[config.mk]
export PLATFORM = sky130hd
export DESIGN_NAME = route_sel_ctrl
export DESIGN_NICKNAME = d
export VERILOG_FILES = /design/src/rtl/route_sel_ctrl_pkg.sv /design/src/rtl/route_sel_ctrl_btn_debounce.sv /design/src/rtl/route_sel_ctrl.sv
export SDC_FILE = /design/constraint.sdc
export NUM_CORES = 1
export LEC_CHECK = 0
export ABC_AREA = 1
export BUFFER_PORTS_ARGS = -buffer_cell sky130_fd_sc_hd__buf_2
export CAP_MARGIN = 20
export CORE_UTILIZATION = 45
export CTS_CLUSTER_DIAMETER = 80
export DETAILED_ROUTE_END_ITERATION = 8
export PLACE_DENSITY = 0.58
export SYNTH_ARGS = -nofsm -noshare
export SYNTH_HDL_FRONTEND = slang
export SYNTH_HIERARCHICAL = 1
export SYNTH_SLANG_ARGS = --single-unit
[constraint.sdc]
create_clock -name clk -period 1.82 [get_ports clk]
set_input_delay 0.182 -clock clk [delete_from_list [all_inputs] [get_ports clk]]
set_output_delay 0.182 -clock clk [all_outputs]
set_load 0.01 [all_outputs]
[src/rtl/route_sel_ctrl_pkg.sv]
// Shared types and constants for the route select controller.
package route_sel_ctrl_pkg;

  localparam int unsigned SEL_W = 2;

  typedef enum logic {
    StOff = 1'b0,
    StOn  = 1'b1
  } en_state_e;

endpackage

[src/rtl/route_sel_ctrl_btn_debounce.sv]
// Button conditioner: synchronizer, consecutive-cycle debouncer and registered
// single-cycle press pulse on the debounced rising level.
module btn_debounce #(
  parameter int unsigned DB_COUNT    = 1000000,
  parameter int unsigned SYNC_STAGES = 2
) (
  input  logic clk,
  input  logic reset,
  input  logic btn,
  output logic press
);

  localparam int unsigned     CntW    = $clog2(DB_COUNT + 1);
  localparam logic [CntW-1:0] CntLast = CntW'(DB_COUNT - 1);

  logic [SYNC_STAGES-1:0] sync_q;
  logic                   btn_s;
  logic [CntW-1:0]        cnt_q, cnt_d;
  logic                   level_q, level_d;
  logic                   level_prev_q;
  logic                   press_q;

  assign btn_s = sync_q[SYNC_STAGES-1];

  // Count only while the synchronized input disagrees; any agreeing cycle restarts.
  always_comb begin
    cnt_d   = '0;
    level_d = level_q;
    if (btn_s != level_q) begin
      if (cnt_q == CntLast) begin
        level_d = ~level_q;
      end else begin
        cnt_d = cnt_q + 1'b1;
      end
    end
  end

  always_ff @(posedge clk) begin
    if (reset) begin
      sync_q       <= '0;
      cnt_q        <= '0;
      level_q      <= 1'b0;
      level_prev_q <= 1'b0;
      press_q      <= 1'b0;
    end else begin
      sync_q       <= {sync_q[SYNC_STAGES-2:0], btn};
      cnt_q        <= cnt_d;
      level_q      <= level_d;
      level_prev_q <= level_q;
      press_q      <= level_q & ~level_prev_q;
    end
  end

  assign press = press_q;

endmodule

[src/rtl/route_sel_ctrl.sv]
// Push-button controller for the nibble mux/demux: source and destination
// group selects stepped up/down by buttons, plus a toggled route enable.
module route_sel_ctrl
  import route_sel_ctrl_pkg::*;
#(
  parameter int unsigned DB_COUNT    = 1000000,
  parameter int unsigned SYNC_STAGES = 2
) (
  input  logic             clk,
  input  logic             reset,
  input  logic             btnl,
  input  logic             btnu,
  input  logic             btnr,
  input  logic             btnd,
  input  logic             btnc,
  output logic [SEL_W-1:0] mux_sel,
  output logic [SEL_W-1:0] demux_sel,
  output logic             enable
);

  // Bit order: 0=l, 1=u, 2=r, 3=d, 4=c
  logic [4:0] btn_raw;
  logic [4:0] press;

  logic [SEL_W-1:0] mux_q, mux_d;
  logic [SEL_W-1:0] demux_q, demux_d;
  en_state_e        state_q, state_d;

  assign btn_raw = {btnc, btnd, btnr, btnu, btnl};

  for (genvar i = 0; i < 5; i++) begin : g_btn
    btn_debounce #(
      .DB_COUNT   (DB_COUNT),
      .SYNC_STAGES(SYNC_STAGES)
    ) u_btn_debounce (
      .clk  (clk),
      .reset(reset),
      .btn  (btn_raw[i]),
      .press(press[i])
    );
  end

  // Opposing steps in the same cycle cancel; selects update regardless of enable.
  always_comb begin
    mux_d   = mux_q;
    demux_d = demux_q;
    case ({press[0], press[1]})
      2'b10:   mux_d = mux_q + SEL_W'(1);
      2'b01:   mux_d = mux_q - SEL_W'(1);
      default: mux_d = mux_q;
    endcase
    case ({press[2], press[3]})
      2'b10:   demux_d = demux_q + SEL_W'(1);
      2'b01:   demux_d = demux_q - SEL_W'(1);
      default: demux_d = demux_q;
    endcase
  end

  always_comb begin
    state_d = state_q;
    if (press[4]) begin
      state_d = (state_q == StOff) ? StOn : StOff;
    end
  end

  always_ff @(posedge clk) begin
    if (reset) begin
      mux_q   <= '0;
      demux_q <= '0;
      state_q <= StOff;
    end else begin
      mux_q   <= mux_d;
      demux_q <= demux_d;
      state_q <= state_d;
    end
  end

  assign mux_sel   = mux_q;
  assign demux_sel = demux_q;
  assign enable    = (state_q == StOn);

endmodule

# Yosys cells after proc, flatten, opt, wreduce, memory -nomap -nowiden
# Cells that the tools add are included.
[word_totals]
register_bits = 130
latchBits = 0
ramBits = 0
rom_bits = 0
input_bits = 7
output_inout_bits = 5
elab_cells = 86
mem_count = 0
[op_classes]
n_addsub = 9
n_mul = 0
div = 0
magnitude_cmp = 0
eq_ne = 14
shifts = 0
n_mux = 3
bitwise = 20
n_reduce_logical = 12
[op_table]
columns = ["op", "n"]
rows = [
  ["adder 20 x 1 -> 20 bit (second input constant)", 5],
  ["equality test 20 bit (second input constant)", 5],
  ["NOT 1 bit", 15],
  ["OR reduction 3 bit", 5],
  ["AND reduction 2 bit", 5],
  ["one-hot mux 2 bit (2 select lines)", 2],
  ["AND 1 bit", 5],
  ["inequality test 1 bit", 5],
  ["adder 2 x 1 -> 2 bit (second input constant)", 2],
  ["equality test 2 x 1 -> 1 bit (second input constant)", 2],
  ["equality test 2 bit (second input constant)", 2],
  ["nonzero test 2 bit", 2],
  ["subtractor 2 x 1 -> 2 bit (second input constant)", 2],
  ["two-way mux 1 bit", 1],
]

# Longest topological paths before layout
# Gate-level depths: netlist of the first run.
[logic_depth]
word_depth = 3
ltp_mapped = 8
mapped_depth_nobuf = 8

# Cells and area by module
# Netlist of the first run, hierarchy kept.
[by_module_without_submodules]
columns = ["mod", "n_inst", "cells_each", "area_per_inst_um2", "seq_area_each_um2"]
rows = [
  ["btn_debounce", 5, 164, 1172.4, 500.5],
  ["route_sel_ctrl", 1, 40, 264.0, 100.1],
]

# Worst setup path after synthesis of the first run
# OpenSTA, ideal clock, no wires.
[synth_path]
kind = "reg2reg"
from = "register g_btn[0].u_btn_debounce.cnt_q[0]"
to = "register g_btn[0].u_btn_debounce.cnt_q[11]"
setup_ns = 0.115
t_arrival_ns = 1.220
required_ns = 1.705
slack_ns = 0.485
path_stages_with_launch = 8
path_buffers = 1
synth_period_minus_slack_ns = 1.335
path_cell_list = "dfxtp_1 > ha_1 > nand3_2 > nor2_2 > nand3_2 > nand2_4 > buf_6 > nor2_1"
[synth_between]
elab_chain_cells = 2
word_cells_on_any_way = 3
classes_between = "add/sub: 1; eq/ne: 1; reduce/logical: 1"
[synth_lines]
columns = ["element", "line", "text"]
rows = [
  ["start: declaration", "route_sel_ctrl_btn_debounce.sv:18", "logic [CntW-1:0] cnt_q, cnt_d;"],
  ["start signal: assignment", "route_sel_ctrl_btn_debounce.sv:47", "cnt_q <= cnt_d;"],
  ["parallel branches: the longest is 2 deep, another holds adder 20 x 1 -> 20 bit", "n/a", ""],
]
# Several ways; the timed one is not identified.
# A chain may end at the register's enable or synchronous reset.

# Final worst setup path of the first run
[layout_path]
from = "register g_btn[4].u_btn_debounce.cnt_q[0]"
to = "register g_btn[4].u_btn_debounce.cnt_q[16]"
[layout_between]
elab_chain_cells = 2
word_cells_on_any_way = 3
classes_between = "add/sub: 1; eq/ne: 1; reduce/logical: 1"
[layout_lines]
columns = ["element", "line"]
rows = [
  ["start: declaration", "route_sel_ctrl_btn_debounce.sv:18"],
  ["start signal: assignment", "route_sel_ctrl_btn_debounce.sv:47"],
  ["parallel branches: the longest is 2 deep, another holds adder 20 x 1 -> 20 bit", "n/a"],
]
# Several ways; the timed one is not identified.

==> results_dict.tcl, run 1 <==
set metrics [dict create \
    status "finished, final reports clean" \
    yosysSeqAreaShare 0.425 \
    drv_cap 0 \
    groute.usage.overall 0.185 \
    dieWidth_um 119 \
    yosys_warnings 6 \
    slew_violations 0 \
    post_cts_resized 0 \
    r2r-end "g_btn[4].u_btn_debounce/cnt_q[16]" \
    layout_setup_ws_ns 0.333 \
    worstPathArrival_ns 1.79 \
    die_y_um 119 \
    synth_top_area_cell "dfxtp_1" \
    cts_buffers 17 \
    synth.top_cell.area_share 0.425 \
    finalWirelength_mm 12.0 \
    worst-r2r-cell-count 8 \
    max_slew_margin 0.711 \
    yosys-top-cells-area "dfxtp_1 (42%), nor2_1 (13%), nand2_1 (10%), inv_1 (5.5%), nand3_1 (4.5%)" \
    cp-start-kind "register" \
    clockBufferDepth 2 \
    ir_drop_v 0.000539 \
    clk_latency_ns 0.41 \
    hold_viol_final 0 \
    num_io_pins 12 \
    powerDensity_nw_per_um2 898 \
    cts_sinks 130 \
    nets 905 \
    ant_nets 0 \
    drive_gt1_frac 0.0918 \
    grt_pass1_vias 4854 \
    drc 0 \
    h-tree-depth 4 \
    tightest_slew_ns 0.433 \
    period_needed_ns 1.49 \
    crit_fanout 4 \
    dpl.hpwl_mm 8.70 \
    cts-root-buf "clkbuf_16" \
    min-delay-start "reset" \
    fin_util 0.528 \
    fin_crit_sh 0.817 \
    syn_inst 860 \
    avgSynthCellArea_um2 7.12 \
    endpoint_kind "register" \
    clk_pin_slew_ns 0.05 \
    rows 42 \
    synth-seq-cells 130 \
    post_synth_num_cell_types 22 \
    worst-r2r-setup-slack_ns 0.33 \
    tns_ns 0 \
    pre_cts_ws_ns 0.330 \
    place_area_um2 6350 \
    cellLeakagePower_uw 0.00223 \
    drt_iter0_drc 359 \
    critPathKind "reg -> reg" \
    hold_path.class "in -> reg" \
    syn_nets 874 \
    grt_first_pass_wirelength_mm 21.2 \
    setup_viol_count_final 0 \
    fmax_ghz 0.673 \
    dr.pass1.iters 6 \
    grt_max_degree 22 \
    hold_depth 2 \
    core-area_um2 13200 \
    r2r_start "g_btn[4].u_btn_debounce/cnt_q[0]" \
    grt_antenna_before_repair 0 \
    cts_tree "built" \
    min_to "g_btn[3].u_btn_debounce/level_prev_q" \
    area.growth.synth_to_final_pct 14.1 \
    start_util 0.463 \
    finClkSkew_ns 0.00749 \
    vias 5221 \
    io_buffers 11 \
    grt_overflow 0 \
    syn_area_um2 6130 \
    n_antenna_cell 0 \
    final_cell_area_um2 6990 \
    rsz0062_at_grt "no" \
    finalWeightedCongestion 0.835 \
    dieArea_um2 14100 \
    cp.required_ns 2.12 \
    wl_per_cell_um 11.1 \
    vias_per_cell 4.83 \
]
what timing repair did:
item / in CTS / in global routing
buffers inserted: 0 / 0
endpoints found under the hold margin: 5 / 0
hold buffers: 5 / 0
flip-flops by register name, summed over array words and instances (netlist names):
signal and count:
g_btn.u_btn_debounce/cnt_q 100, g_btn.u_btn_debounce/level_prev_q 5, g_btn.u_btn_debounce/sync_q 10, mux_sel 2, g_btn.u_btn_debounce/press 5, demux_sel 2
g_btn.u_btn_debounce/level_q 5, enable 1
area by class of cell:
cell class	instances	area, µm²
tap	176	220
clock inverter	4	70.1
timing repair buffer	17	113
multi-input combinational	631	3110
sequential	130	2600
fill	1325	6250
clock buffer	28	517
inverter	94	353
metal layers:
layer | global-route usage | part of all wire | vias up
li1 | - | - | 2798
met2 | 0.298 | 0.45 | 78
met4 | 0.0720 | 0.011 | 0
met5 | 0 | 0 | -
met3 | 0.0449 | 0.032 | 10
met1 | 0.237 | 0.50 | 2335
worst max-delay path by stage:
| stage | from | end | depth (start not counted) |
|---|---|---|---|
| 6_report | g_btn[4].u_btn_debounce/cnt_q[0] | g_btn[4].u_btn_debounce/cnt_q[16] | 8 |
| 5_1_grt | g_btn[4].u_btn_debounce/cnt_q[0] | g_btn[4].u_btn_debounce/cnt_q[16] | 8 |
| 4_1_cts | g_btn[4].u_btn_debounce/cnt_q[0] | g_btn[4].u_btn_debounce/cnt_q[16] | 8 |
| 3_5_place_dp | g_btn[4].u_btn_debounce/cnt_q[0] | g_btn[4].u_btn_debounce/cnt_q[16] | 8 |
| 3_3_place_gp | g_btn[4].u_btn_debounce/cnt_q[0] | g_btn[4].u_btn_debounce/cnt_q[16] | 8 |
| 2_1_floorplan | g_btn[0].u_btn_debounce/cnt_q[0] | g_btn[0].u_btn_debounce/cnt_q[11] | 7 |
logic make-up (layout without fill, tap and decap cells):
kind of cell    after synthesis  after routing  synth area share
flops                       130            130             0.425
buf+inv                      99            143            0.0668
fa+ha+maj                     7              7            0.0143
compound gates               69             69            0.0615
simple gates                514            514             0.374
xor+xnor                     41             41            0.0586
through the flow:
| stage | instances | power (µW) | hold WS (ns) |
|---|---|---|---|
| 2_1_floorplan | 860 | 2980 | 0.253 |
| 3_3_place_gp | 1043 | 3000 | 0.380 |
| 3_5_place_dp | 1043 | 3000 | 0.383 |
| 4_1_cts | 1080 | 6380 | 0.185 |
| 5_1_grt | 1080 | 6530 | 0.213 |
| 6_report | 1080 | 6280 | 0.199 |
where the power goes:
| part | switching [µW] | internal (µW) |
|---|---|---|
| registers | 9.16 | 2860 |
| clock network | 1130 | 2200 |
| logic | 50.6 | 29.8 |
| total | 1190 | 5090 |
critical path, stage by stage (launching register included):
cell and delay [ns]:
dfxtp_1 0.36, ha_1 0.22, nand3_2 0.14, inv_1 0.08
nand2_1 0.10, nor2_1 0.21, nand3_1 0.13, nand3_1 0.09
nor2_1 0.04
Yosys cell counts:
cell type and number:
nor2_1 204, nand2_1 168, dfxtp_1 130, inv_1 89
nand3_1 55, a21oi_1 42, nand4_1 27, xnor2_1 21
xor2_1 20, o21ai_0 17, nand3_2 15, nor2_2 10
nor3_1 10, or2_0 10, ha_1 7, a21oi_2 5
buf_6 5, inv_2 5, nand2_4 5, nand3b_1 5
o21bai_1 5, or2_2 5
placed cells by master (no fill, tap or decap), types with 6 or more instances in the layout:
master,count
nand3_1,55
ha_1,7
xor2_1,20
xnor2_1,21
nand4_1,27
or2_0,10
nor2_1,204
inv_1,89
nand2_1,168
a21oi_1,42
clkbuf_16,17
dfxtp_1,130
o21ai_0,17
nor2_2,10
clkbuf_1,6
nor3_1,10
nand3_2,15
buf_2,11
Power figures use the tool's default switching activity.
==> run 2: changes to the inputs <==
==> constraint.sdc (replaced) <==
create_clock -name clk -period 1.5 [get_ports clk]
set_input_delay 0.15 -clock clk [delete_from_list [all_inputs] [get_ports clk]]
set_output_delay 0.15 -clock clk [all_outputs]
set_load 0.01 [all_outputs]
==> run 2 against run 1 <==
Final cell count rose by 0.46%. Sequential share of layout area fell by 1.5 points. Largest cell class unchanged. Final area rose by 4.3%. Total power rose by 32%. Clock power rose by 41%. Critical path type unchanged. Die area did not move. Global-route usage fell by 0.19 points. Non-clock buffer count rose by 1. Combinational power rose by 37%.
==> results_dict.tcl, run 2 (same netlist as run 1, synthesis figures left out) <==
set metrics [dict create \
    status "finished, final reports clean" \
    cp-start-kind "register" \
    worstPathCellList "nor2_1 > nand3_1 > nor2_1 > nand3_4 > nand2_4 > nor2_1" \
    drt_iter0_drc 345 \
    cts_tree "built" \
    powerDensity_nw_per_um2 1130 \
    ir_drop_v 0.000767 \
    rows 42 \
    clk_latency_ns 0.41 \
    fin_crit_sh 0.953 \
    cts_sinks 130 \
    core-area_um2 13200 \
    io_buffers 11 \
    pre_cts_ws_ns 0.0335 \
    layout_setup_ws_ns 0.0702 \
    drive_gt1_frac 0.125 \
    regMostFlops "g_btn.u_btn_debounce/cnt_q" \
    grt_antenna_before_repair 0 \
    cts-root-buf "clkbuf_16" \
    grt_overflow 0 \
    ant_nets 0 \
    postCtsSetupBuffers 0 \
    tightest_slew_ns 0.627 \
    drv_cap 0 \
    worstPathArrival_ns 1.74 \
    cpPeakStageDelay_ns 0.35 \
    h-tree-depth 4 \
    clockBufferDepth 2 \
    largest_reg_flops 100 \
    setup_viol_count_final 0 \
    cellLeakagePower_uw 0.00229 \
    area.growth.synth_to_final_pct 19.0 \
    finalWirelength_mm 12.5 \
    cp.required_ns 1.81 \
    mostFrequentLayoutCells "nor2_1 (194), nand2_1 (165), dfxtp_1 (126)" \
    fmax_ghz 0.699 \
    critPathKind "reg -> reg" \
    dpl.hpwl_mm 8.53 \
    wl_per_cell_um 11.5 \
    dr.pass1.iters 5 \
    cpMostUsedCell "nor2_1" \
    num_io_pins 12 \
    final_common_cell "nor2_1" \
    vias_per_cell 4.96 \
    groute.usage.overall 0.183 \
    grt_pass1_vias 4935 \
    rsz0062_at_grt "yes" \
    nets 910 \
    grt_max_degree 18 \
    slowest_stage "dfxtp_1" \
    reg_top3 "g_btn.u_btn_debounce/cnt_q (100), g_btn.u_btn_debounce/sync_q (10)" \
    drc 0 \
    grt_first_pass_wirelength_mm 21.2 \
    cts_buffers 17 \
    dieArea_um2 14100 \
    vias 5381 \
    finalWeightedCongestion 0.860 \
    dieWidth_um 119 \
    slew_violations 0 \
    hold_path.class "in -> reg" \
    endpoint_kind "register" \
    die_y_um 119 \
    n_antenna_cell 0 \
    worst_hold_slack_ns 0.112 \
    clk_pin_slew_ns 0.05 \
    finClkSkew_ns 0.00675 \
    period_needed_ns 1.43 \
    crit_fanout 8 \
    start_util 0.463 \
    hold_viol_final 0 \
    max_slew_margin 0.582 \
]
## run 2: changes by cell type in the layout (fill, tap and decap cells not counted), sizes merged
cell / change
bufinv: +4
clkinvlp: +1
buf: +1
nand2: +4
clkinv: +1
clkbuf: -6
## run 2: stage by stage
step	utilization	power [µW]	cells	TNS, ns	instance area [µm²]
CTS	0.535	8380	1081	0	7090
detailed placement	0.480	3650	1044	0	6360
global route	0.550	8560	1085	-0.465	7290
floorplan	-	3610	860	0	6130
finish	0.550	8270	1085	0	7290
global placement	0.480	3640	1044	0	6360
## run 2: path summary, 6_finish.rpt
path,from,endpoint,slack (ns),depth (start not counted)
setup reg to reg,g_btn[1].u_btn_debounce/cnt_q[8],g_btn[1].u_btn_debounce/cnt_q[12],0.07,6
hold reg to reg,g_btn[3].u_btn_debounce/level_prev_q,g_btn[3].u_btn_debounce/press,0.39,1
setup / recovery,g_btn[1].u_btn_debounce/cnt_q[8],g_btn[1].u_btn_debounce/cnt_q[12],0.07,6
hold / removal,reset,g_btn[1].u_btn_debounce/level_prev_q,0.11,2
## run 2: metal layers
layer  vias to the layer above  GRT usage  routed length [µm]
met1                      2423      0.238                6200
met2                       117      0.284                5570
li1                       2820          -                   -
met5                         -          0                   0
met3                        21     0.0473                 521
met4                         0     0.0799                 216
## run 2: layout make-up
| class | instances | area (µm²) |
|---|---|---|
| multi-input combinational | 635 | 3310 |
| sequential | 130 | 2610 |
| timing repair buffer | 18 | 120 |
| tap | 176 | 220 |
| fill | 1284 | 5950 |
| inverter | 94 | 353 |
| clock buffer | 22 | 474 |
| clock inverter | 10 | 203 |
## run 2: worst max-delay path: cells and delay by family, from the launching register on
kind / cells / cell delay [ns]
flops: 1 / 0.35
simple gates: 6 / 0.95
## run 2: timing repair
action | in CTS | in global routing
resized for setup | 0 | 37
hold buffers | 5 | 0
endpoints found under the setup margin | 0 | 96
hold endpoints to repair | 5 | 0
## run 2: power breakdown
group / switching (µW) / total [µW] / internal, µW
combinational: 68.6 / 110 / 41.2
sequential: 10.9 / 3480 / 3470
clock: 1440 / 4680 / 3240
total: 1520 / 8270 / 6750
